==> src/rtl/alu_muldiv_seq.sv <==
// Multi-cycle unsigned multiply (AluOP=3) and divide (AluOP=4) beside the ALU.
// Both datapaths retire one bit per clock through a shared pair of accumulator words.
module alu_muldiv_seq #(
  parameter int NrOfBits = 32,
  parameter int CntBits  = 6
) (
  input  logic                CLK,
  input  logic                RST,
  input  logic                Start,
  input  logic [3:0]          AluOP,
  input  logic [NrOfBits-1:0] X,
  input  logic [NrOfBits-1:0] Y,
  output logic                Busy,
  output logic                Done,
  output logic [NrOfBits-1:0] Result,
  output logic [NrOfBits-1:0] Result_2
);

  localparam int N = NrOfBits;
  localparam logic [3:0] OP_MUL = 4'd3;
  localparam logic [3:0] OP_DIV = 4'd4;

  typedef enum logic [1:0] {IDLE, MUL, DIV, DONE} state_t;

  state_t             state, state_nxt;
  logic [CntBits-1:0] cnt;
  logic [N-1:0]       x_q, y_q;
  // acc_hi/acc_lo are P_hi/P_lo while multiplying and R/Q while dividing.
  logic [N-1:0]       acc_hi, acc_lo;
  logic               div_zero;

  logic               accept, last, stepping;
  logic [N:0]         mul_sum, div_shift, div_diff;
  logic [N-1:0]       hi_nxt, lo_nxt;

  assign accept   = (state == IDLE || state == DONE) && Start &&
                    (AluOP == OP_MUL || AluOP == OP_DIV);
  assign last     = (cnt == CntBits'(N - 1));
  assign stepping = (state == MUL) || (state == DIV && !div_zero);

  // A divide by zero retires without iterating, so it never stalls the pipeline.
  assign Busy = stepping;
  assign Done = (state == DONE);

  // NOTE: every signal assigned in always_comb gets a default first, so no path
  // leaves it holding a previous value and no latch is inferred.
  always_comb begin
    state_nxt = state;
    case (state)
      IDLE: if (accept) state_nxt = (AluOP == OP_MUL) ? MUL : DIV;
      MUL:  if (last) state_nxt = DONE;
      DIV:  if (div_zero || last) state_nxt = DONE;
      DONE: state_nxt = accept ? ((AluOP == OP_MUL) ? MUL : DIV) : IDLE;
      default: state_nxt = IDLE;
    endcase
  end

  always_comb begin
    mul_sum   = acc_lo[0] ? ({1'b0, acc_hi} + {1'b0, x_q}) : {1'b0, acc_hi};
    div_shift = {acc_hi, acc_lo[N-1]};
    div_diff  = div_shift - {1'b0, y_q};
    hi_nxt    = acc_hi;
    lo_nxt    = acc_lo;
    if (state == MUL) begin
      hi_nxt = mul_sum[N:1];
      lo_nxt = {mul_sum[0], acc_lo[N-1:1]};
    end else begin
      // A clear top bit of the difference means the trial subtraction fits.
      hi_nxt = div_diff[N] ? div_shift[N-1:0] : div_diff[N-1:0];
      lo_nxt = {acc_lo[N-2:0], ~div_diff[N]};
    end
  end

  // NOTE: clocked state uses non-blocking assignments so every register samples
  // the pre-edge values, independent of statement order.
  always_ff @(posedge CLK or posedge RST) begin
    if (RST) begin
      state    <= IDLE;
      cnt      <= '0;
      x_q      <= '0;
      y_q      <= '0;
      acc_hi   <= '0;
      acc_lo   <= '0;
      div_zero <= 1'b0;
      Result   <= '0;
      Result_2 <= '0;
    end else begin
      state <= state_nxt;
      if (accept) begin
        x_q      <= X;
        y_q      <= Y;
        cnt      <= '0;
        acc_hi   <= '0;
        acc_lo   <= (AluOP == OP_MUL) ? Y : X;
        div_zero <= (AluOP == OP_DIV) && (Y == '0);
      end else if (stepping) begin
        acc_hi <= hi_nxt;
        acc_lo <= lo_nxt;
        cnt    <= last ? cnt : cnt + 1'b1;
        if (last) begin
          Result   <= lo_nxt;
          Result_2 <= hi_nxt;
        end
      end else if (state == DIV) begin
        Result   <= '1;
        Result_2 <= x_q;
      end
    end
  end

endmodule

==> config.mk <==
export PLATFORM = sky130hd
export DESIGN_NAME = alu_muldiv_seq
export DESIGN_NICKNAME = d
export VERILOG_FILES = /design/src/rtl/alu_muldiv_seq.sv
export SDC_FILE = /design/constraint.sdc
export NUM_CORES = 1
export LEC_CHECK = 0
export ABC_AREA = 1
export BUFFER_PORTS_ARGS = -buffer_cell sky130_fd_sc_hd__clkbuf_2
export CAP_MARGIN = 20
export CORE_UTILIZATION = 40
export DETAILED_ROUTE_END_ITERATION = 8
export PLACE_DENSITY = 0.62
export SLEW_MARGIN = 20
export SYNTH_ARGS = -nofsm -noshare
export SYNTH_HDL_FRONTEND = slang
export SYNTH_SLANG_ARGS = --single-unit
==> constraint.sdc <==
create_clock -name CLK -period 8.1 [get_ports CLK]
set_input_delay 0.405 -clock CLK [delete_from_list [all_inputs] [get_ports CLK]]
set_output_delay 0.405 -clock CLK [all_outputs]
set_load 0.005 [all_outputs]
== Word-level counts from Yosys, hierarchy flattened ==
Index checks and enable logic that the tools add are counted.

* Bits in registers: 201
* Latch bits: 0
* Memory bits (writable): 0
* Memory bits (read-only): 0
* Bits of input ports: 71
* Output and inout bits: 66
* Logic and storage cells: 65
* Memories kept: 0

* Add/subtract/negate cells: 3
* Multiply operators: 0
* Div/mod/pow operators: 0
* Order comparisons: 0
* Eq/ne operators: 11
* Shift operators: 0
* Muxes and demuxes: 24
* Bitwise logic cells: 2
* Reduce and logical (&&, ||, !) cells: 16

{| class="wikitable"
|+ Operators by type and width
! cell !! count
|-
| 32-bit two-way mux || 14
|-
| 32-bit by 32-bit adder with 33-bit output || 1
|-
| 33-bit two-way mux || 1
|-
| 33-bit by 32-bit subtractor with 33-bit output || 1
|-
| 32-bit logical NOT || 1
|-
| 6-bit two-way mux || 3
|-
| 2-bit two-way mux || 5
|-
| 2-bit one-hot mux with 4 select lines || 1
|-
| 6-bit by 1-bit adder with 6-bit output, second input constant || 1
|-
| 6-bit by 5-bit == test with 1-bit output, second input constant || 1
|-
| 2-bit != test, second input constant || 3
|-
| 3-bit AND reduction || 2
|-
| 2-bit == test, second input constant || 2
|-
| 4-bit by 2-bit == test with 1-bit output, second input constant || 1
|-
| 4-bit by 3-bit == test with 1-bit output, second input constant || 1
|-
| 1-bit logical AND || 4
|-
| 1-bit logical OR || 4
|-
| 2-bit by 1-bit != test with 1-bit output, second input constant || 2
|-
| 2-bit nonzero test || 2
|-
| 2-bit by 1-bit == test with 1-bit output, second input constant || 1
|-
| 2-bit logical NOT || 1
|-
| 1-bit NOT || 2
|-
| 2-bit AND reduction || 1
|-
| 1-bit logical NOT || 1
|}

== Longest topological paths before layout ==
Gate-level depths: netlist of run 1.

* Word-level depth: 6
* Depth in mapped cells: 21
* Mapped depth without buffers: 20

== Worst setup path after synthesis of run 1 ==
Ideal clock, no wire load.

* Kind: register -> register
* From: reg acc_lo[31]
* To: reg acc_hi[1]
* Setup time: 0.136 ns
* Arrival: 2.119 ns
* Required time: 7.964 ns
* Setup slack: 5.845 ns
* Stages on the path, launching flop included: 20
* Buffers on the path: 1
* Period minus slack after synthesis: 2.255 ns
* Cells stage by stage: dfrtp_1 inv_1 ha_1 inv_1 fa_1 nand2_1 nand2_2 nand3_2 nand2_2 nand2_2 nand2_2 nand2_2 nand3_1 nand2_4 buf_4 nand2_1 nand3_1 nand2_1 nand2_1 a21oi_1

* Cells in the longest elaborated chain, start to end: 5

{| class="wikitable"
|+ Ends and longest elaborated chain
! item !! line !! source
|-
| from (decl) || 29 || <nowiki>logic [N-1:0] acc_hi, acc_lo;</nowiki>
|-
| from (signal assigned) || 94 || <nowiki>acc_lo <= (AluOP == OP_MUL) ? Y : X;</nowiki>
|-
| from (signal assigned) || 98 || <nowiki>acc_lo <= lo_nxt;</nowiki>
|-
| 33-bit by 32-bit subtractor with 33-bit output || 61 || <nowiki>div_diff = div_shift - {1'b0, y_q};</nowiki>
|-
| 32-bit two-way mux || 69 || <nowiki>hi_nxt = div_diff[N] ? div_shift[N-1:0] : div_diff[N-1:0];</nowiki>
|-
| 32-bit two-way mux || 64 || <nowiki>if (state == MUL) begin</nowiki>
|-
| 32-bit two-way mux || 96 || <nowiki>end else if (stepping) begin</nowiki>
|-
| 32-bit two-way mux || 89 || <nowiki>if (accept) begin</nowiki>
|-
| to (signal assigned) || 97 || <nowiki>acc_hi <= hi_nxt;</nowiki>
|-
| to (decl) || 29 ||
|}

Every way passes these cells. The select of a mux whose other input is x is not followed.
A chain may end at the register's enable or synchronous reset.

== Worst setup path in the final report of run 1 ==
* From: reg state[1]
* To: reg acc_lo[0]

* Cells in the longest elaborated chain, start to end: 5
* Elaborated cells on any way between the ends: 13
* Those cells by class: 3 x eq/ne; 3 x mux; 7 x reduce/logical

{| class="wikitable"
|+ Ends and longest elaborated chain
! item !! line !! source
|-
| from (decl) || 25 || <nowiki>state_t state, state_nxt;</nowiki>
|-
| from (signal assigned) || 88 || <nowiki>state <= state_nxt;</nowiki>
|-
| 2-bit == test or 2-bit logical NOT (tied branches) || 36 || <nowiki>assign accept = (state == IDLE || state == DONE) && Start &&</nowiki>
|-
| 1-bit logical OR || 36 ||
|-
| 1-bit logical AND (2 in a row) || 36 ||
|-
| 32-bit two-way mux or 2-bit nonzero test (tied branches) || - ||
|}

Parallel ways exist; a longest one is shown, timed or not. The select of a mux whose other input is x is not followed.

==> results, run 1 <==
- The flow ran to the end, and the final reports show no timing, DRC or antenna violations.
- The synthesized design contains 201 register bits.
- The number of warnings printed during yosys synthesis is 0.
- The detailed router placed 14650 vias in this run.
- Counting the fill cells in the layout gives approximately 3700.
- The remaining design rule violation count is 0.
- The cell count after synthesis is 2181.
- The post-detailed-placement half-perimeter wirelength is between 30 and 40 mm.
- After clock tree synthesis, the clock-pin slew on the worst setup and hold paths is ~60 ps.
- Clock tree synthesis inserted a total of 23 buffers.
- In this run the worst path has a maximum fanout of 49.
- Entering global routing, the biggest net connects ~140 pins.
- The peak per-stage delay on the critical path is slightly below 600 ps.
- The detail route stage leaves a number of antenna-violating nets equal to 0.
- The largest individual stage delay along the critical path comes from the cell sky130_fd_sc_hd__inv_1.
- The number of cells traversed by the worst hold path is 3.
- The max-slew violation total from the final report was 0.
- In the synthesized netlist the dominant register cell turns out to be sky130_fd_sc_hd__dfrtp_1.
- For this run, the number of standard cells in the final layout without fillers is 2751.
- In this run the count of I/O pins placed on the die edge is between 100 and 150.
- The worst endpoint required time is approximately 8500 ps.
- The worst max-slew margin expressed relative to the limit is roughly 32%.
- In this run the cell area of the synthesized design comes to ~0.015 mm2.
- The detail-routed net length per standard cell is approximately 18 um.
- The count of nets after finishing is about 2400.
- The minimum setup slack after placement is approximately 4600 ps.
- The final estimated routing congestion in global placement is between 0.9 and 1.
- The total negative slack is 0 ps.
- In the finished design, the share of the clock period the worst path needs comes to between 40 and 50%.
- The number of antenna violations at the first check in global routing is 1.
- The worst setup skew after layout is between 10 and 15 ps.
- The cell chosen for the clock root is sky130_fd_sc_hd__clkbuf_16.
- The number of buffer cells added on primary ports is roughly 140.
- The mean cell area of the mapped netlist is ~6.7 um2.
- The global-route wire length before repair is roughly 78 mm.
- By instance count, the cell type seen most on the critical path is sky130_fd_sc_hd__inv_1.
- In the routed layout, each cell is associated on average with a via count of around 5.3.
- At the pin with the least slew margin, the transition time is a little over 1000 ps.
- The initialized floorplan defines around 70 standard-cell rows.
- The die outline area is approximately 0.037 mm2.
- Setup repair after global routing left no endpoint under its margin.
- Setup violations remaining at the end of the flow were counted as 0.
- TritonCTS built the clock tree.
- The first routing iteration left about 1100 violations.
- Cells fill about 46% of the core in the end.
- The min-delay analysis places its worst path in the category in2reg.
- The total iterations of the first detailed-routing run is 5.
- After synthesis, the share of flip-flops with an asynchronous set or reset is 100.0%.
- The post-route minimum period is 3414 ps.
- The area of the core region is approximately 0.036 mm2.
- The number of hold-slack violations in the final timing report is 0.
- Counting along the longest clock path gives a buffer depth of 3.
- The top achievable clock speed is ~290 MHz.
- Traced cell by cell, the critical path runs through inv_1, ha_1, nor2_1, nand2_4, inv_2, nor2_2, inv_1, o22ai_1, o21bai_1, inv_1.
- The clock drives 201 sinks.
- The worst register-to-register path begins at state[1]$_DFFE_PP0P_.
- The worst setup path category is reg2reg.
- Summed over all layers, the global routing overflow is 0.
- The end of the worst hold path is x_q[22]$_DFFE_PP0P_.
- In this run the critical register-to-register path is captured at acc_lo[0]$_DFFE_PP0P_.
- The startpoint class of the critical path is a flop.
- Across all register-to-register paths, the minimum setup slack is about 4700 ps.
- Yosys mapped a number of flops with a built-in enable equal to 0.
- The total placed cells including tap cells is between 2000 and 3000.
- Once the floorplan was initialized, standard cells occupied between 40% and 50% of the core.
- In this run the number of H-tree levels came out at 1.
- The arrival time reported for the critical path endpoint is between 3000 and 4000 ps.
- The ratio of cells with drive above 1 in the final layout is roughly 11%.
- The share of the Yosys chip area taken by registers is around a third.
- The number of buffer and inverter instances along the worst setup path is 4.
- When the netlist entered floorplanning its net count stood at between 2000 and 2500.
- The number of cells on the worst reg-to-reg path is 10.
- The worst path meets setup with roughly 4700 ps of slack.
- The count of max-cap constraint violations is 0.
- The clock insertion delay at the later pin of the skew report is about 520 ps.
- The die height is roughly 190 um.
- The number of distinct standard cells referenced by the synthesized netlist is 50.
- The cell class contributing the biggest share of worst-path delay is buffers and inverters.
- From left edge to right edge, the die measures roughly 190 um.
- Across every metal layer, demand over resource in global routing totals around a quarter.
- The type of destination of the critical path is a flop.
- Compared with the post-synthesis result, the final layout area differs by 12.11%.
- In this run the most critical hold path is launched from X[22].
- The routed design has between 40 and 50 mm of wire.
- The via count of the first global-routing pass came to between 10000 and 15000.
-- metrics by stage --
| stage | hold slack [ps] | cell area, um2 |
|---|---|---|
| final | 113.6 | 16420 |
| after global routing | 115.5 | 16420 |
| after CTS | 97.20 | 16380 |
| after detailed placement | 475.1 | 15580 |
| after global placement | 466.7 | 15580 |
| after floorplan | 453.0 | 14650 |
-- worst max path at each step --
stage,start,end,slack [ps],depth (start not counted)
finish,state[1]$_DFFE_PP0P_,acc_lo[0]$_DFFE_PP0P_,4690,10
floorplan,RST,Result[0]$_DFFE_PP0P_,2210,1
global placement,AluOP[2],acc_lo[0]$_DFFE_PP0P_,4600,11
CTS,state[1]$_DFFE_PP0P_,acc_lo[0]$_DFFE_PP0P_,4720,10
detailed placement,AluOP[2],acc_lo[0]$_DFFE_PP0P_,4580,11
global route,state[0]$_DFFE_PP0P_,acc_lo[0]$_DFFE_PP0P_,4550,10
-- what timing repair did --
item                       CTS  global route
buffers inserted             0             0
gates resized for setup      0             0
hold endpoints to repair     0            39
hold buffers                 0             1
setup endpoints to repair    0             0
-- layout make-up --
class | count | area (um2) | area share, %
clock buffer | 30 | 631.9 | 3.849
sequential | 201 | 5030 | 30.64
timing repair buffer | 148 | 793.3 | 4.832
clock inverter | 11 | 167.7 | 1.021
multi-input combinational | 1568 | 7966 | 48.52
antenna | 1 | 2.502 | 0.01524
inverter | 331 | 1250 | 7.613
tap | 461 | 576.8 | 3.513
-- cells in the final DEF, fill, tap and decap left out, types with 18 or more instances in the layout --
cell,n
sky130_fd_sc_hd__a21boi_1,18
sky130_fd_sc_hd__a21oi_1,160
sky130_fd_sc_hd__a2bb2oi_1,39
sky130_fd_sc_hd__clkbuf_16,23
sky130_fd_sc_hd__clkbuf_2,136
sky130_fd_sc_hd__dfrtp_1,201
sky130_fd_sc_hd__ha_1,68
sky130_fd_sc_hd__inv_1,321
sky130_fd_sc_hd__nand2_1,763
sky130_fd_sc_hd__nand3_1,100
sky130_fd_sc_hd__nor2_1,112
sky130_fd_sc_hd__o211ai_1,28
sky130_fd_sc_hd__o21ai_0,112
sky130_fd_sc_hd__o221ai_1,26
sky130_fd_sc_hd__or2_2,27
-- registers in the layout, indices dropped and copies added (netlist names) --
register and count:
Result 32, x_q 32, div_zero 1, cnt 6
acc_lo 32, Result_2 32, state 2, y_q 32
acc_hi 32
-- worst min-delay path, delay by kind of cell --
family	cells	cell delay [ps]
simple gates	2	100
buf+inv	1	90
-- cell usage after synthesis, types with 27 or more instances --
cell type | instances | area share [%]
sky130_fd_sc_hd__a21oi_1 | 160 | 5.5
sky130_fd_sc_hd__a2bb2oi_1 | 39 | 2.3
sky130_fd_sc_hd__o21ai_0 | 112 | 3.8
sky130_fd_sc_hd__nand2_1 | 764 | 20
sky130_fd_sc_hd__inv_1 | 322 | 8.3
sky130_fd_sc_hd__nand3_1 | 100 | 3.4
sky130_fd_sc_hd__ha_1 | 69 | 5.9
sky130_fd_sc_hd__o211ai_1 | 28 | 1.4
sky130_fd_sc_hd__or2_2 | 27 | 1.2
sky130_fd_sc_hd__dfrtp_1 | 201 | 34
sky130_fd_sc_hd__nor2_1 | 113 | 2.9
sky130_fd_sc_hd__clkbuf_1 | 52 | 1.3
-- layer usage --
metal  vias up  global-route usage, %  wire (um)
met5         -                      0          0
met4         0                  6.726       1254
met3        77                  2.441       2931
met2       503                  41.32      21850
met1      6916                  39.38      23890
li1       7156                      -          -
-- cells by family (layout without fill, tap and decap cells) --
group,count (synthesis),after routing,share of synthesized area [%]
DFF,201,201,34.34
adders and majority gates,71,71,6.168
xor gates and xnor gates,20,20,1.196
other,0,1,0
buffers and inverters,412,520,11.35
and+or+nand+nor,1070,1070,30.06
AOI/OAI and AO/OA,407,407,16.89
Power of run 1 is left out: the tool's default activity adds up to more than one toggle a clock period on the data nets, which glitch-free logic cannot reach.
==> run 2, diff against run 1 <==
ABC_AREA = 0   (was 1)
PLACE_DENSITY = 0.64   (was 0.62)
clock period = 3 ns   (was 8.1 ns; I/O delays follow)
==> run 2 against run 1 <==
Against the previous run: synthesized cell count decreased by 21%; clock-buffer cell count up 1; register-to-register slack got worse by 4700 ps; worst hold slack lost 64 ps; non-clock buffer count grew 270; global-route usage up 2.2 points; via count is 0.20% higher; first-iteration DRC count is 10% higher; utilization grew 8.8 points; cell count decreased by 8.4%; routed wire length up 5.7%; flip-flop and latch count unchanged; critical path type unchanged; highest routed layer unchanged.
==> results, run 2 <==
- The post-detailed-route count of antenna-violating nets is 0 (unchanged).
- The number of cells traversed by the worst hold path is 4 (+1).
- The global-route wire length before repair is 80.26 mm (+2.4%).
- The utilization after layout is 54.61% (+8.8 points).
- The largest fanout of any net on the critical path is 8 (-84%).
- For hold timing, the worst endpoint is state[0]$_DFFE_PP0P_.
- The number of clock sinks is 201 (unchanged).
- Relative to the synthesized area, the layout overhead comes to 34.62%.
- The remaining design rule violation count is 0 (unchanged).
- The all-layer global routing usage is 28.76% (+2.2 points).
- The final estimated routing congestion in global placement was 0.9804 (+5.0%).
- The diode insertion count for antenna repair is 0 (-1).
- The die span in x was 189.2 um (-2.2%).
- The die outline area was 0.03579 mm2 (-4.3%).
- The number of buffer cells added on primary ports is 136 (unchanged).
- The worst setup path is of the reg2reg kind.
- The detail-routed net length per standard cell is 20.93 um (+15%).
- The number of hold-slack violations in the final timing report is 0 (unchanged).
- The mean cell area of the mapped netlist is 8.166 um2 (+22%).
- The clock insertion delay at the later pin of the skew report is 540 ps (+20 ps).
- The CTS buffer count is 23 (unchanged).
- The arrival time reported for the critical path endpoint is 3370 ps (-440 ps).
- STA classifies the critical path startpoint as a flop.
- The ratio of cells with drive above 1 in the final layout was 25.41% (+14 points).
- The number of warnings printed during yosys synthesis is 0 (unchanged).
- TritonCTS built the clock tree.
- The cell area after placement was 0.01645 mm2 (+5.6%).
- The summed area of non-filler cells in the final layout is 0.01886 mm2 (+15%).
- The maximum count of clock buffers along a single path is 3 (unchanged).
- The endpoint identified for the worst register-to-register timing path is acc_hi[11]$_DFFE_PP0P_.
- The cell seen most often among critical-path stages is sky130_fd_sc_hd__a21oi_4.
- The per-cell via count in the routed design is 5.824 (+9.3%).
- The minimum setup slack after placement is -144.1 ps (-4728 ps).
- The critical-path cell with the highest stage delay is sky130_fd_sc_hd__dfrtp_1.
- The final worst slack is 28.42 ps (-4658 ps).
- The initial cell density of the core is 40.57% (-0.31 points).
- For this run, the leading register cell type out of synthesis is sky130_fd_sc_hd__dfrtp_1.
- The maximum level of the CTS H-tree is 1 (unchanged).
- The sequential cell area fraction in the yosys report is 35.89% (+1.5 points).
- The sum of routed wire length over all layers is 52.76 mm (+5.7%).
- The number of violations reported at the end of detailed-routing iteration 0 came to 1184 (+10%).
- The reg-to-reg setup timing slack is 30 ps (-4660 ps).
- The flow ran to the end, and the final reports show no timing, DRC or antenna violations.
- The worst-margin pin slew is 1027 ps (+11.54 ps).
- The via count of the first global-routing pass is 14410 (+3.5%).
- Yosys attributes the largest share of cell area to sky130_fd_sc_hd__dfrtp_1 36%, sky130_fd_sc_hd__nand2_1 7.7%, sky130_fd_sc_hd__a21oi_1 7.2%.
- The area of the multi-input gates is 0.009045 mm2 (+14%).
- The total via count after detailed routing is 14680 (+0.20%).
- The worst setup skew after layout is 24.13 ps (+11.60 ps).
- The standard-cell row count is 68 (-1.4%).
- The number of endpoints failing setup at the final stage is 0 (unchanged).
- The cell area after technology mapping is 0.01401 mm2 (-4.3%).
- The pin count of the biggest net entering global routing is 118 (-16%).
- The worst max-slew margin expressed relative to the limit came to 30.93% (-1.4 points).
- The post-route minimum period is 2972 ps (-442.1 ps).
- The number of synthesized flops with an enable pin came to 0 (unchanged).
- The part of the cycle the worst path needs is 99.05% (+57 points).
- Setup repair after global routing could not meet its margin everywhere.
- The worst endpoint required time is 3400 ps (-5090 ps).
- The number of fill cells in the layout was 3207 (-13%).
- The area fraction of the dominant cell type after synthesis is 35.89% (+1.5 points).
- The count of nets after finishing is 2191 (-9.3%).
- The cell count after synthesis is 1716 (-21%).
- The reg-to-reg critical path startpoint is acc_hi[5]$_DFFE_PP0P_.
- The total congestion overflow after global routing was 0 (unchanged).
- The peak per-stage delay on the critical path is 450 ps (-140 ps).
- The top achievable clock speed is 336.5 MHz (+15%).
- The proportion of register bits with asynchronous set or reset after synthesis was 100.0% (unchanged).
- The power per cell area is 1512 mW/mm2.
- The clock slew seen by the registers of the worst setup and hold paths was 60 ps (about the same).
- The worst setup path is captured at a flop.
- Of all cell types, the one taking the most synthesized area is sky130_fd_sc_hd__dfrtp_1.
- The startpoint identified for the worst hold timing path is Start.
- The max-slew violation total from the final report is 0 (unchanged).
- The synthesized net count came to 1858 (-20%).
- The number of antenna violations at the first check in global routing is 1 (unchanged).
- In the layout the commonest cells are 284 x sky130_fd_sc_hd__nand2_1, 194 x sky130_fd_sc_hd__dfrtp_1, 191 x sky130_fd_sc_hd__a21oi_1.
- The number of distinct standard cells referenced by the synthesized netlist is 86 (+72%).
- The worst hold margin is 49.38 ps (-64.19 ps).
- The largest voltage drop on the vdd net is 0.0008499 V.
- The cell sitting at the root of the clock tree is a sky130_fd_sc_hd__clkbuf_16.
- The most common library cell in the layout ignoring fill and taps is sky130_fd_sc_hd__nand2_1.
- The die height is 189.2 um (-2.2%).
- The sequential standard cell area is 0.005039 mm2 (+0.17%).
- In the post-synthesis netlist, the cell with the most instances is sky130_fd_sc_hd__nand2_1.
- Traced cell by cell, the critical path runs through ha_2, nand3_1, a21o_1, a21oi_4, o21ai_4, a21oi_4, nor3_4, buf_12, clkbuf_16, or4_4, o311ai_4, a21oi_1.
- The count of boundary I/O pins is 137 (unchanged).
- The synthesized flop and latch total is 201 (unchanged).
- The number of cell instances on the worst register-to-register path was 12 (+2).
- The count of max-cap constraint violations is 0 (unchanged).
- In this run the static leakage power is around 8.4 nW.
- The area of the core region is 0.03454 mm2 (-3.6%).
- Ranked by instance count, the synthesized netlist is headed by 286 x sky130_fd_sc_hd__nand2_1, 203 x sky130_fd_sc_hd__a21oi_1, 201 x sky130_fd_sc_hd__dfrtp_1, 129 x sky130_fd_sc_hd__nor2_1, 111 x sky130_fd_sc_hd__o21ai_0.
- The total iterations of the first detailed-routing run came to 5 (unchanged).
- The post-detailed-placement half-perimeter wirelength is 37.59 mm (-1.3%).
- The type of the most critical hold path is in2reg.
- The critical path starts at acc_hi[5]$_DFFE_PP0P_.
## run 2: cell count changes after synthesis, sizes merged, moves of 18 or more
cell | previous run | this run
a211oi | 0 | 54
a21o | 2 | 32
a21oi | 164 | 204
a2bb2oi | 39 | 1
a31oi | 3 | 29
clkbuf | 54 | 84
inv | 330 | 52
mux2i | 0 | 74
nand2 | 783 | 286
nand3 | 101 | 29
nor3 | 13 | 39
o221ai | 26 | 0
or2 | 28 | 1
xnor2 | 5 | 23
## run 2: layer usage
metal	track usage, %	up-vias	wire length (um)
li1	-	6879	-
met1	36.29	7120	21890
met2	48.78	549	25270
met3	2.632	134	2785
met4	15.11	0	2824
met5	0	-	0
## run 2: metrics by stage
stage	power (mW)	setup TNS (ps)	std cells
6_report	28.51	0	2521
5_1_grt	30.50	-1118	2521
4_1_cts	26.25	-25.35	2500
2_1_floorplan	16.07	0	1716
3_5_place_dp	22.93	-1282	2392
3_3_place_gp	22.74	-887.4	2392
## run 2: power by group
group | total, mW | leakage, nW | internal, mW | switching [mW]
clock | 2.93 | 0.383 | 1.71 | 1.22
combinational | 20.1 | 5.59 | 8.95 | 11.1
sequential | 5.51 | 2.44 | 4.13 | 1.38
## run 2: repair_timing
item | CTS | global route
resized for setup | 26 | 125
setup endpoints to repair | 44 | 66
pin swaps | 9 | 67
hold buffers | 65 | 0
setup buffers | 1 | 19
gates cloned | 0 | 4
endpoints found under the hold margin | 110 | 0
## run 2: worst max-delay path: cells and delay by family (launching register included)
family          cells  cell delay [ps]
compound gates      6             1010
fa+ha+maj           1              430
buf+inv             2              340
flops               1              450
simple gates        3              630
## run 2: logic make-up (layout without fill, tap and decap cells)
logic type	Yosys count	after routing	synth area share (%)
XOR/XNOR	44	44	2.750
multiplexers	76	76	5.446
AND/OR/NAND/NOR	594	594	19.27
adder cells (fa/ha/maj)	71	71	6.446
flip-flops	201	201	35.89
buffers and inverters	162	512	4.759
AO/OA/AOI/OAI	568	568	25.44
## run 2: layout make-up
class | count | area share, %
Timing Repair Buffer | 418 | 17.19
Multi-Input combinational cell | 1353 | 47.95
Sequential cell | 201 | 26.71
Clock buffer | 31 | 3.476
Tap cell | 455 | 3.018
Inverter | 52 | 1.055
Clock inverter | 11 | 0.6102
## run 2: worst max path at each step
stage	to	slack [ps]	depth (start not counted)
final	acc_hi[11]$_DFFE_PP0P_	30	12
after global routing	Result_2[13]$_DFFE_PP0P_	-70	13
after CTS	Result_2[26]$_DFFE_PP0P_	-20	15
after detailed placement	Result_2[21]$_DFFE_PP0P_	-140	13
after global placement	Result_2[26]$_DFFE_PP0P_	-120	11
after floorplan	Result_2[27]$_DFFE_PP0P_	140	14
No activity file was read; power rests on OpenSTA's default activity.
